### config.mk
export PLATFORM = sky130hd
export DESIGN_NAME = sram_arbiter_flat
export DESIGN_NICKNAME = d
export VERILOG_FILES = /design/src/rtl/sram_arbiter_if.sv /design/src/rtl/sram_arbiter.sv /design/src/flat_wrapper.sv
export SDC_FILE = /design/constraint.sdc
export NUM_CORES = 1
export LEC_CHECK = 0
export ABC_CLOCK_PERIOD_IN_PS = 3100
export CAP_MARGIN = 15
export CORE_ASPECT_RATIO = 1.2
export CORE_MARGIN = 2
export CORE_UTILIZATION = 42
export DETAILED_ROUTE_END_ITERATION = 10
export GPL_TIMING_DRIVEN = 0
export PLACE_DENSITY = 0.8
export SLEW_MARGIN = 15
export SYNTH_ARGS = -nofsm -noshare
export SYNTH_HDL_FRONTEND = slang
export SYNTH_SLANG_ARGS = --single-unit
### constraint.sdc
create_clock -name clk -period 3.1 [get_ports clk]
set_input_delay 0.31 -clock clk [delete_from_list [all_inputs] [get_ports clk]]
set_output_delay 0.31 -clock clk [all_outputs]
set_load 0.01 [all_outputs]
### src/rtl/sram_arbiter_if.sv
`default_nettype none
// ============================================================================
// sram_arbiter_if : pipeline-side fetch/data request bundle for sram_arbiter
// Revision 1.0 - initial release
// ============================================================================
interface sram_arbiter_if;
  logic        if_req;
  logic [15:0] if_addr;
  logic [15:0] if_data;
  logic        if_valid;
  logic        mem_read;
  logic        mem_write;
  logic [15:0] mem_addr;
  logic [15:0] mem_wdata;
  logic [15:0] mem_rdata;
  logic        mem_done;
  logic        stall_if;
  logic        stall_mem;

  modport master (
    output if_req, if_addr, mem_read, mem_write, mem_addr, mem_wdata,
    input  if_data, if_valid, mem_rdata, mem_done, stall_if, stall_mem
  );

  modport slave (
    input  if_req, if_addr, mem_read, mem_write, mem_addr, mem_wdata,
    output if_data, if_valid, mem_rdata, mem_done, stall_if, stall_mem
  );
endinterface
`default_nettype wire

### src/rtl/sram_arbiter.sv
`default_nettype none
// ============================================================================
// sram_arbiter : shares one 16-bit async SRAM between fetch and data ports
// Revision 1.0 - initial release
// ============================================================================
module sram_arbiter #(
  parameter int ADDR_W      = 18,
  parameter int WAIT_CYCLES = 1
) (
  input  logic              clk,
  input  logic              rst,
  sram_arbiter_if.slave     pipe,
  output logic [ADDR_W-1:0] sram_addr_o,
  output logic [15:0]       sram_dout_o,
  input  logic [15:0]       sram_din_i,
  output logic              sram_dout_en_o,
  output logic              sram_ce_n_o,
  output logic              sram_oe_n_o,
  output logic              sram_we_n_o
);

  generate
    if (WAIT_CYCLES < 0 || WAIT_CYCLES > 7) begin : g_bad_wait
      $error("sram_arbiter: WAIT_CYCLES must be in 0..7");
    end
    if (ADDR_W < 16) begin : g_bad_addr
      $error("sram_arbiter: ADDR_W must be at least 16");
    end
  endgenerate

  typedef enum logic [2:0] {
    S_IDLE     = 3'd0,
    S_IF_RD    = 3'd1,
    S_MEM_RD   = 3'd2,
    S_WR_SETUP = 3'd3,
    S_WR_PULSE = 3'd4,
    S_DONE     = 3'd5
  } state_t;

  localparam logic [2:0] LAST_CNT = 3'(WAIT_CYCLES);

  state_t            state_q, state_d;
  logic [2:0]        cnt_q, cnt_d;
  logic              owner_mem_q, owner_mem_d;
  logic              wr_q, wr_d;
  logic [ADDR_W-1:0] sram_addr_q, sram_addr_d;
  logic [15:0]       sram_dout_q, sram_dout_d;
  logic              dout_en_q, dout_en_d;
  logic              ce_n_q, ce_n_d;
  logic              oe_n_q, oe_n_d;
  logic              we_n_q, we_n_d;
  logic [15:0]       if_data_q, if_data_d;
  logic [15:0]       mem_rdata_q, mem_rdata_d;
  logic              if_valid_q, if_valid_d;
  logic              mem_done_q, mem_done_d;
  logic              w_last;

  assign w_last = (cnt_q == LAST_CNT);

  always_comb begin
    state_d     = state_q;
    cnt_d       = cnt_q;
    owner_mem_d = owner_mem_q;
    wr_d        = wr_q;
    sram_addr_d = sram_addr_q;
    sram_dout_d = sram_dout_q;
    if_data_d   = if_data_q;
    mem_rdata_d = mem_rdata_q;

    case (state_q)
      S_IDLE: begin
        cnt_d = 3'd0;
        // A simultaneous read+write is resolved as a write by testing it first.
        if (pipe.mem_write) begin
          state_d     = S_WR_SETUP;
          owner_mem_d = 1'b1;
          wr_d        = 1'b1;
          sram_addr_d = ADDR_W'(pipe.mem_addr);
          sram_dout_d = pipe.mem_wdata;
        end else if (pipe.mem_read) begin
          state_d     = S_MEM_RD;
          owner_mem_d = 1'b1;
          wr_d        = 1'b0;
          sram_addr_d = ADDR_W'(pipe.mem_addr);
        end else if (pipe.if_req) begin
          state_d     = S_IF_RD;
          owner_mem_d = 1'b0;
          wr_d        = 1'b0;
          sram_addr_d = ADDR_W'(pipe.if_addr);
        end
      end
      S_IF_RD, S_MEM_RD: begin
        if (w_last) begin
          cnt_d   = 3'd0;
          state_d = S_DONE;
          if (owner_mem_q) begin
            mem_rdata_d = sram_din_i;
          end else begin
            if_data_d = sram_din_i;
          end
        end else begin
          cnt_d = cnt_q + 3'd1;
        end
      end
      S_WR_SETUP: begin
        state_d = S_WR_PULSE;
      end
      S_WR_PULSE: begin
        if (w_last) begin
          cnt_d   = 3'd0;
          state_d = S_DONE;
        end else begin
          cnt_d = cnt_q + 3'd1;
        end
      end
      S_DONE: begin
        state_d = S_IDLE;
      end
      default: begin
        state_d = S_IDLE;
        cnt_d   = 3'd0;
      end
    endcase

    // Strobes are decoded from the next state so the registered pins line up
    // with the state they belong to.
    ce_n_d     = ~((state_d == S_IF_RD) || (state_d == S_MEM_RD) ||
                   (state_d == S_WR_SETUP) || (state_d == S_WR_PULSE));
    oe_n_d     = ~((state_d == S_IF_RD) || (state_d == S_MEM_RD));
    we_n_d     = ~(state_d == S_WR_PULSE);
    dout_en_d  = (state_d == S_WR_SETUP) || (state_d == S_WR_PULSE) ||
                 ((state_d == S_DONE) && wr_d);
    if_valid_d = (state_d == S_DONE) && !owner_mem_d;
    mem_done_d = (state_d == S_DONE) && owner_mem_d;
  end

  always_ff @(posedge clk or posedge rst) begin
    if (rst) begin
      state_q     <= S_IDLE;
      cnt_q       <= 3'd0;
      owner_mem_q <= 1'b0;
      wr_q        <= 1'b0;
      sram_addr_q <= '0;
      sram_dout_q <= 16'h0000;
      dout_en_q   <= 1'b0;
      ce_n_q      <= 1'b1;
      oe_n_q      <= 1'b1;
      we_n_q      <= 1'b1;
      if_data_q   <= 16'h0000;
      mem_rdata_q <= 16'h0000;
      if_valid_q  <= 1'b0;
      mem_done_q  <= 1'b0;
    end else begin
      state_q     <= state_d;
      cnt_q       <= cnt_d;
      owner_mem_q <= owner_mem_d;
      wr_q        <= wr_d;
      sram_addr_q <= sram_addr_d;
      sram_dout_q <= sram_dout_d;
      dout_en_q   <= dout_en_d;
      ce_n_q      <= ce_n_d;
      oe_n_q      <= oe_n_d;
      we_n_q      <= we_n_d;
      if_data_q   <= if_data_d;
      mem_rdata_q <= mem_rdata_d;
      if_valid_q  <= if_valid_d;
      mem_done_q  <= mem_done_d;
    end
  end

  assign sram_addr_o    = sram_addr_q;
  assign sram_dout_o    = sram_dout_q;
  assign sram_dout_en_o = dout_en_q;
  assign sram_ce_n_o    = ce_n_q;
  assign sram_oe_n_o    = oe_n_q;
  assign sram_we_n_o    = we_n_q;

  assign pipe.if_data   = if_data_q;
  assign pipe.if_valid  = if_valid_q;
  assign pipe.mem_rdata = mem_rdata_q;
  assign pipe.mem_done  = mem_done_q;
  assign pipe.stall_if  = pipe.if_req & ~if_valid_q;
  assign pipe.stall_mem = (pipe.mem_read | pipe.mem_write) & ~mem_done_q;

endmodule
`default_nettype wire

### src/flat_wrapper.sv
// flat-port wrapper written by rule: the top's interface ports become plain ports
module sram_arbiter_flat 
#(
  parameter int ADDR_W      = 18,
  parameter int WAIT_CYCLES = 1
)
  (clk, rst, sram_addr_o, sram_dout_o, sram_din_i, sram_dout_en_o, sram_ce_n_o, sram_oe_n_o, sram_we_n_o, pipe_if_req, pipe_if_addr, pipe_mem_read, pipe_mem_write, pipe_mem_addr, pipe_mem_wdata, pipe_if_data, pipe_if_valid, pipe_mem_rdata, pipe_mem_done, pipe_stall_if, pipe_stall_mem);
  sram_arbiter_if pipe_i ();
  input  logic clk;
  input  logic rst;
  output logic [ADDR_W-1:0] sram_addr_o;
  output logic [15:0] sram_dout_o;
  input  logic [15:0] sram_din_i;
  output logic sram_dout_en_o;
  output logic sram_ce_n_o;
  output logic sram_oe_n_o;
  output logic sram_we_n_o;
  input wire logic [$bits(pipe_i.if_req)-1:0] pipe_if_req;
  input wire logic [$bits(pipe_i.if_addr)-1:0] pipe_if_addr;
  input wire logic [$bits(pipe_i.mem_read)-1:0] pipe_mem_read;
  input wire logic [$bits(pipe_i.mem_write)-1:0] pipe_mem_write;
  input wire logic [$bits(pipe_i.mem_addr)-1:0] pipe_mem_addr;
  input wire logic [$bits(pipe_i.mem_wdata)-1:0] pipe_mem_wdata;
  output wire logic [$bits(pipe_i.if_data)-1:0] pipe_if_data;
  output wire logic [$bits(pipe_i.if_valid)-1:0] pipe_if_valid;
  output wire logic [$bits(pipe_i.mem_rdata)-1:0] pipe_mem_rdata;
  output wire logic [$bits(pipe_i.mem_done)-1:0] pipe_mem_done;
  output wire logic [$bits(pipe_i.stall_if)-1:0] pipe_stall_if;
  output wire logic [$bits(pipe_i.stall_mem)-1:0] pipe_stall_mem;
  assign pipe_i.if_req = pipe_if_req;
  assign pipe_i.if_addr = pipe_if_addr;
  assign pipe_i.mem_read = pipe_mem_read;
  assign pipe_i.mem_write = pipe_mem_write;
  assign pipe_i.mem_addr = pipe_mem_addr;
  assign pipe_i.mem_wdata = pipe_mem_wdata;
  assign pipe_if_data = pipe_i.if_data;
  assign pipe_if_valid = pipe_i.if_valid;
  assign pipe_mem_rdata = pipe_i.mem_rdata;
  assign pipe_mem_done = pipe_i.mem_done;
  assign pipe_stall_if = pipe_i.stall_if;
  assign pipe_stall_mem = pipe_i.stall_mem;
  sram_arbiter #(.ADDR_W(ADDR_W), .WAIT_CYCLES(WAIT_CYCLES)) u_core (.clk(clk), .rst(rst), .pipe(pipe_i), .sram_addr_o(sram_addr_o), .sram_dout_o(sram_dout_o), .sram_din_i(sram_din_i), .sram_dout_en_o(sram_dout_en_o), .sram_ce_n_o(sram_ce_n_o), .sram_oe_n_o(sram_oe_n_o), .sram_we_n_o(sram_we_n_o));
endmodule
==> results.sh, run 1 <==
export IMPL_outcome="finished, final reports clean"
export IMPL_start_util_pct=43.2
export IMPL_p_total_mw=5.17
export IMPL_crit_path_max_incr_delay_ns=0.50
export IMPL_drc=0
export IMPL_finalNonFillerCells=528
export IMPL_clk_latency_ns=0.34
export IMPL_tightest_slew_ns=0.627
export IMPL_startpoint_type="input pin"
export IMPL_cp_cell_sequence="clkdlybuf4s50_1, nor2_2, buf_2, nor2_1, clkdlybuf4s50_1"
export IMPL_setup_ws_ns=0.538
export IMPL_yosys_area_top_type="dfrtp_1"
export IMPL_slew_headroom_pct=58.1
export IMPL_placed_area_um2=4870
export IMPL_drv_slew=0
export IMPL_critPathCaptureType="primary output"
export IMPL_antenna_found_initial=0
export IMPL_gp_congestion=0.796
export IMPL_dr_pass1_iters=5
export IMPL_internal_power_mw=3.48
export IMPL_fillers=620
export IMPL_wl_um=7810
export IMPL_drive_gt1_share_pct=15.4
export IMPL_combPwrFrac_pct=47.6
export IMPL_vdd_drop_max_mv=0.563
export IMPL_max_freq_ghz=0.390
export IMPL_drt_vias_per_instance=4.86
export IMPL_ys_top_cells_by_area="dfrtp_1 56%, mux2_4 9.0%, nand2_1 6.0%"
export IMPL_first_iter_violations=103
export IMPL_power_density_nw_per_um2=1010
export IMPL_syn_area_per_cell_um2=11.9
export IMPL_rows=35
export IMPL_dieArea_um2=8660
export IMPL_netSwitchingFraction_pct=32.8
export IMPL_skew_ns=0.00734
export IMPL_grt_pass1_vias=2624
export IMPL_ctsResizeCount=0
export IMPL_ys_types=42
export IMPL_critical_path_most_common_cell="clkdlybuf4s50_1"
export IMPL_timing_final_crit_period_ns=2.56
export IMPL_clkTransAtPathRegs_ns=0.08
export IMPL_core_area_um2=7710
export IMPL_pin_count=143
export IMPL_worst_path_max_delay_cell="nor2_2"
export IMPL_post_drt_wl_per_cell_um=14.8
export IMPL_vias=2564
export IMPL_hpwlAfterDp_um=5930
export IMPL_grt_pass1_wl_um=12900
export IMPL_ctsHoldBuffers=0
export IMPL_synth_edff_count=0
export IMPL_cp_required_ns=2.79
export IMPL_dp_cells=512
export IMPL_n_antenna_cell=0
export IMPL_grt_max_degree=53
export IMPL_syn_area_um2=3330
export IMPL_cts_setup_buffers=0
export IMPL_utilization_pct=66.3
export IMPL_io_buffers=139
export IMPL_grt_use_total_pct=18.9
export IMPL_hold_viol=0
export IMPL_cts_sinks=78
export IMPL_drtAntennaViolNets=0
export IMPL_synth_flop_cell="dfrtp_1"
export IMPL_setup_tns_ns=0
export IMPL_leakage_nw=2.25
export IMPL_die_h_um=102
export IMPL_htree_levels=3
export IMPL_pre_cts_ws_ns=0.509
export IMPL_cts_root_buf="clkbuf_8"
export IMPL_crit_type="in -> out"
export IMPL_setup_violations_final=0
export IMPL_final_area_um2=5110
export IMPL_holdWs_ns=0.290
export IMPL_numCtsBuffers=9
export IMPL_synth_top_area_share_pct=56.4
export IMPL_syn2layout_area_growth_pct=53.6
export IMPL_cp_max_fo=10
export IMPL_yosysSeqAreaShare_pct=58.7
export IMPL_die_w_um=85.3
export IMPL_postSynthCellCount=279
export IMPL_clkPwrFrac_pct=17.8
export IMPL_asyncSetResetFlopFracSynth_pct=100
export IMPL_cts_tree="built"
export IMPL_maxCapViolCount=0
export IMPL_seqPwrFrac_pct=34.6
export IMPL_synth_seq_cells=78
export IMPL_period_share_pct=82.7
export IMPL_nNetsFinal=500
export IMPL_clockBufferDepth=2
export IMPL_p_sw_mw=1.70
export IMPL_min_path_type="in -> async"
export IMPL_gr_total_overflow=0
export IMPL_yosysWarnings=0
export IMPL_grt_setup_unrepaired="no"
export IMPL_worstPathArrival_ns=2.25
-- cells by family (layout without fill, tap and decap cells) --
group	count (synthesis)	in the layout	share of synthesized area, %
buffers and inverters	19	175	3.04
xor gates and xnor gates	4	4	1.05
muxes	49	49	18.2
other	1	2	0.113
DFF	78	78	58.7
and+or+nand+nor	95	95	12.8
AOI/OAI and AO/OA	33	33	6.05
-- final timing paths --
check                                     endpoint  cells past startpoint  slack, ns                   from
min in group clk                 u_core.state_q[1]                      3       0.45         pipe_mem_write
max in group asynchronous       u_core.sram_oe_n_o                      3       2.21                    rst
max                                 pipe_stall_mem                      5       0.54          pipe_mem_read
min                         u_core.pipe.if_data[2]                      2       0.29                    rst
max reg2reg                u_core.pipe.if_data[11]                      4       1.00        u_core.cnt_q[0]
min reg2reg                  u_core.sram_dout_o[4]                      2       0.48  u_core.sram_dout_o[4]
-- sequential cells by signal, indices dropped and copies added, names as in the netlist, 3 cells and up --
name                   count
u_core.cnt_q               3
u_core.state_q             3
u_core.pipe.if_data       16
u_core.pipe.mem_rdata     16
u_core.sram_addr_o        16
u_core.sram_dout_o        16
-- routing by layer --
metal	vias up	part of all wire [%]	GRT usage (%)	wire, µm
li1	1244	-	-	-
met1	1225	41	23.6	3210
met5	-	0	0	0
met4	0	1.7	7.20	132
met3	12	5.9	4.65	461
met2	83	51	32.0	4010
-- cells in the final DEF (no fill, tap or decap), drive strengths merged, types with 3 or more instances in the layout --
master	netlist	routed
buf	9	10
dfstp	3	3
mux2	33	33
mux2i	16	16
o21ai	3	3
nor3	5	5
inv	4	6
bufinv	0	3
a21oi	18	18
nor2	23	23
clkbuf	6	15
dfrtp	75	75
clkdlybuf4s50	0	139
nand2	54	54
-- power groups by stage --
| stage | Clock (mW) | Combinational (mW) | Sequential [mW] |
|---|---|---|---|
| 2_1_floorplan | 0 | 1.04 | 2.00 |
| 5_1_grt | 0.998 | 2.67 | 1.86 |
| 3_5_place_dp | 0 | 2.49 | 1.81 |
| 4_1_cts | 0.946 | 2.50 | 1.80 |
| 3_3_place_gp | 0 | 2.43 | 1.79 |
| 6_report | 0.920 | 2.46 | 1.79 |
-- layout make-up --
cell class                      instances  area (µm²)  area share (%)
Inverter                                4        17.5           0.343
Multi-Input combinational cell        183        1280            25.0
Timing Repair Buffer                  140        1420            27.7
Clock inverter                          7         120            2.35
Sequential cell                        78        1960            38.2
Clock buffer                            9         124            2.42
Buffer                                 15        86.3            1.69
Tap cell                               92         115            2.25
-- synth_stat cells (2+ instances only) --
library cell and count:
buf_1 2, inv_1 4, nor3_1 5, dfstp_2 3, o21a_1 2, buf_4 2
o31ai_1 2, dfrtp_1 75, nand2b_1 2, mux2_4 20, nand2_1 53, xnor2_1 2
nor3b_1 2, mux2i_1 16, a211oi_1 2, buf_2 3, a21oi_1 18, xor2_1 2
mux2_2 13, o21ai_0 3, clkbuf_1 6, nor2_1 22
-- critical path: cells and delay by family --
family | cells | cell delay (ns)
AND/OR/NAND/NOR | 2 | 0.57
buffers and inverters | 3 | 1.37
Note: power is estimated with default switching activity, not from simulation.
==> run 2: changes to the inputs <==
Settings changed: ABC_CLOCK_PERIOD_IN_PS 3100 to 2300, CORE_UTILIZATION 42 to 38, PLACE_DENSITY 0.8 to 0.76.
Clock period 3.1 ns to 2.3 ns, I/O delays scaled along.
==> run 2 against run 1 <==
Global-route usage fell by 1.5 points. Die area increased by 10%. Setup slack worse by 0.44 ns. Critical path type unchanged.
==> results.sh, run 2 (synthesis results as in run 1) <==
export IMPL_power_density_nw_per_um2=1330
export IMPL_grt_max_degree=48
export IMPL_vdd_drop_max_mv=0.540
export IMPL_cp_required_ns=2.07
export IMPL_hpwlAfterDp_um=6020
export IMPL_first_iter_violations=103
export IMPL_setup_violations_final=0
export IMPL_drv_slew=0
export IMPL_die_h_um=107
export IMPL_dieArea_um2=9530
export IMPL_cts_tree="built"
export IMPL_drt_vias_per_instance=4.71
export IMPL_hold_viol=0
export IMPL_min_path_type="in -> async"
export IMPL_dr_pass1_iters=4
export IMPL_n_antenna_cell=0
export IMPL_core_area_um2=8560
export IMPL_rows=37
export IMPL_final_area_um2=5110
export IMPL_dp_cells=537
export IMPL_maxCapViolCount=0
export IMPL_htree_levels=3
export IMPL_rr_worst_depth=4
export IMPL_tightest_slew_ns=0.602
export IMPL_numCtsBuffers=9
export IMPL_grt_use_total_pct=17.5
export IMPL_gp_congestion=0.790
export IMPL_drive_gt1_share_pct=15.1
export IMPL_start_util_pct=38.9
export IMPL_cts_sinks=78
export IMPL_grt_pass1_vias=2769
export IMPL_reg2reg_from="u_core.cnt_q[0]"
export IMPL_final_cell_mix="139 x clkdlybuf4s50_1, 75 x dfrtp_1, 53 x nand2_1"
export IMPL_utilization_pct=59.6
export IMPL_critPathCaptureType="primary output"
export IMPL_post_drt_wl_per_cell_um=14.2
export IMPL_max_freq_ghz=0.455
export IMPL_leakage_nw=2.24
export IMPL_syn2layout_area_growth_pct=53.4
export IMPL_cts_root_buf="clkbuf_8"
export IMPL_clk_latency_ns=0.34
export IMPL_timing_final_crit_period_ns=2.20
export IMPL_placed_area_um2=4900
export IMPL_finalNonFillerCells=553
export IMPL_cp_max_fo=10
export IMPL_io_buffers=139
export IMPL_outcome="finished, final reports clean"
export IMPL_crit_type="in -> out"
export IMPL_clkTransAtPathRegs_ns=0.07
export IMPL_cp_startpoint="pipe_mem_read"
export IMPL_final_common_cell="clkdlybuf4s50_1"
export IMPL_drtAntennaViolNets=0
export IMPL_clockBufferDepth=2
export IMPL_gr_total_overflow=0
export IMPL_r2r_end="u_core.pipe.if_data[5]"
export IMPL_crit_end="pipe_stall_mem"
export IMPL_wl_um=7870
export IMPL_period_share_pct=95.7
export IMPL_grt_setup_unrepaired="no"
export IMPL_slew_headroom_pct=59.6
export IMPL_nNetsFinal=500
export IMPL_drc=0
export IMPL_worstPathArrival_ns=1.97
export IMPL_pin_count=143
export IMPL_antenna_found_initial=0
export IMPL_cts_setup_buffers=0
export IMPL_grt_pass1_wl_um=13000
export IMPL_regToRegSetupSlack_ns=0.17
export IMPL_die_w_um=89.5
export IMPL_fillers=724
export IMPL_skew_ns=0.00968
export IMPL_startpoint_type="input pin"
export IMPL_vias=2607
==> run 2: cell types whose count changed in the layout (fill, tap and decap cells not counted), moves of 2 or more <==
cell and delta:
clkbuf_8 +2, clkinv_2 +2, inv_6 -2, bufinv_16 -2
==> run 2: worst max-delay path, stage by stage <==
cell	delay, ns
clkdlybuf4s50_1	0.51
nor2_4	0.33
buf_2	0.35
nor2_1	0.06
clkdlybuf4s50_1	0.49
==> run 2: per-stage QoR <==
step	setup TNS, ns	power [mW]	worst slack (ns)	hold WS (ns)
3_5_place_dp	-0.0732	5.81	-0.0732	0.468
2_1_floorplan	0	4.09	0.0799	0.335
3_3_place_gp	-88.46	5.68	-1.17	0.460
4_1_cts	0	6.87	0.0933	0.244
6_report	0	6.78	0.0999	0.245
5_1_grt	0	7.26	0.00889	0.262
==> run 2: layout make-up <==
cell class	instances	area, µm²	area share, %
Sequential cell	78	1960	38.3
Timing Repair Buffer	140	1420	27.8
Multi-Input combinational cell	183	1280	25.1
Clock buffer	12	155	3.04
Tap cell	117	146	2.87
Buffer	15	86.3	1.69
Clock inverter	4	45.0	0.882
Inverter	4	17.5	0.343
==> run 2: timing repair <==
| action | in CTS | in global routing |
|---|---|---|
| resized for setup | 1 | 0 |
| hold buffers | 0 | 0 |
| endpoints found under the setup margin | 1 | 0 |
==> run 2: how the worst min path moves through the flow <==
| stage | start | end | slack [ns] | depth (start not counted) |
|---|---|---|---|---|
| after global placement | u_core.sram_dout_o[4] | u_core.sram_dout_o[4] | 0.46 | 2 |
| after global routing | rst | u_core.pipe.mem_rdata[2] | 0.26 | 2 |
| final | rst | u_core.pipe.mem_rdata[5] | 0.25 | 2 |
| after floorplan | pipe_mem_wdata[0] | u_core.sram_dout_o[0] | 0.34 | 2 |
| after detailed placement | u_core.sram_dout_o[10] | u_core.sram_dout_o[10] | 0.47 | 2 |
| after CTS | rst | u_core.pipe.if_data[11] | 0.24 | 2 |
==> run 2: layer usage <==
metal / track usage, % / share of wire, %
met1: 20.7 / 40
met2: 29.3 / 50
met3: 4.89 / 8.0
met4: 7.04 / 1.5
met5: 0 / 0
==> run 2: power breakdown <==
group	switching, mW	total (mW)	internal [mW]
logic	1.42	3.33	1.91
registers	0.375	2.42	2.05
clock network	0.471	1.03	0.556
total	2.26	6.78	4.52
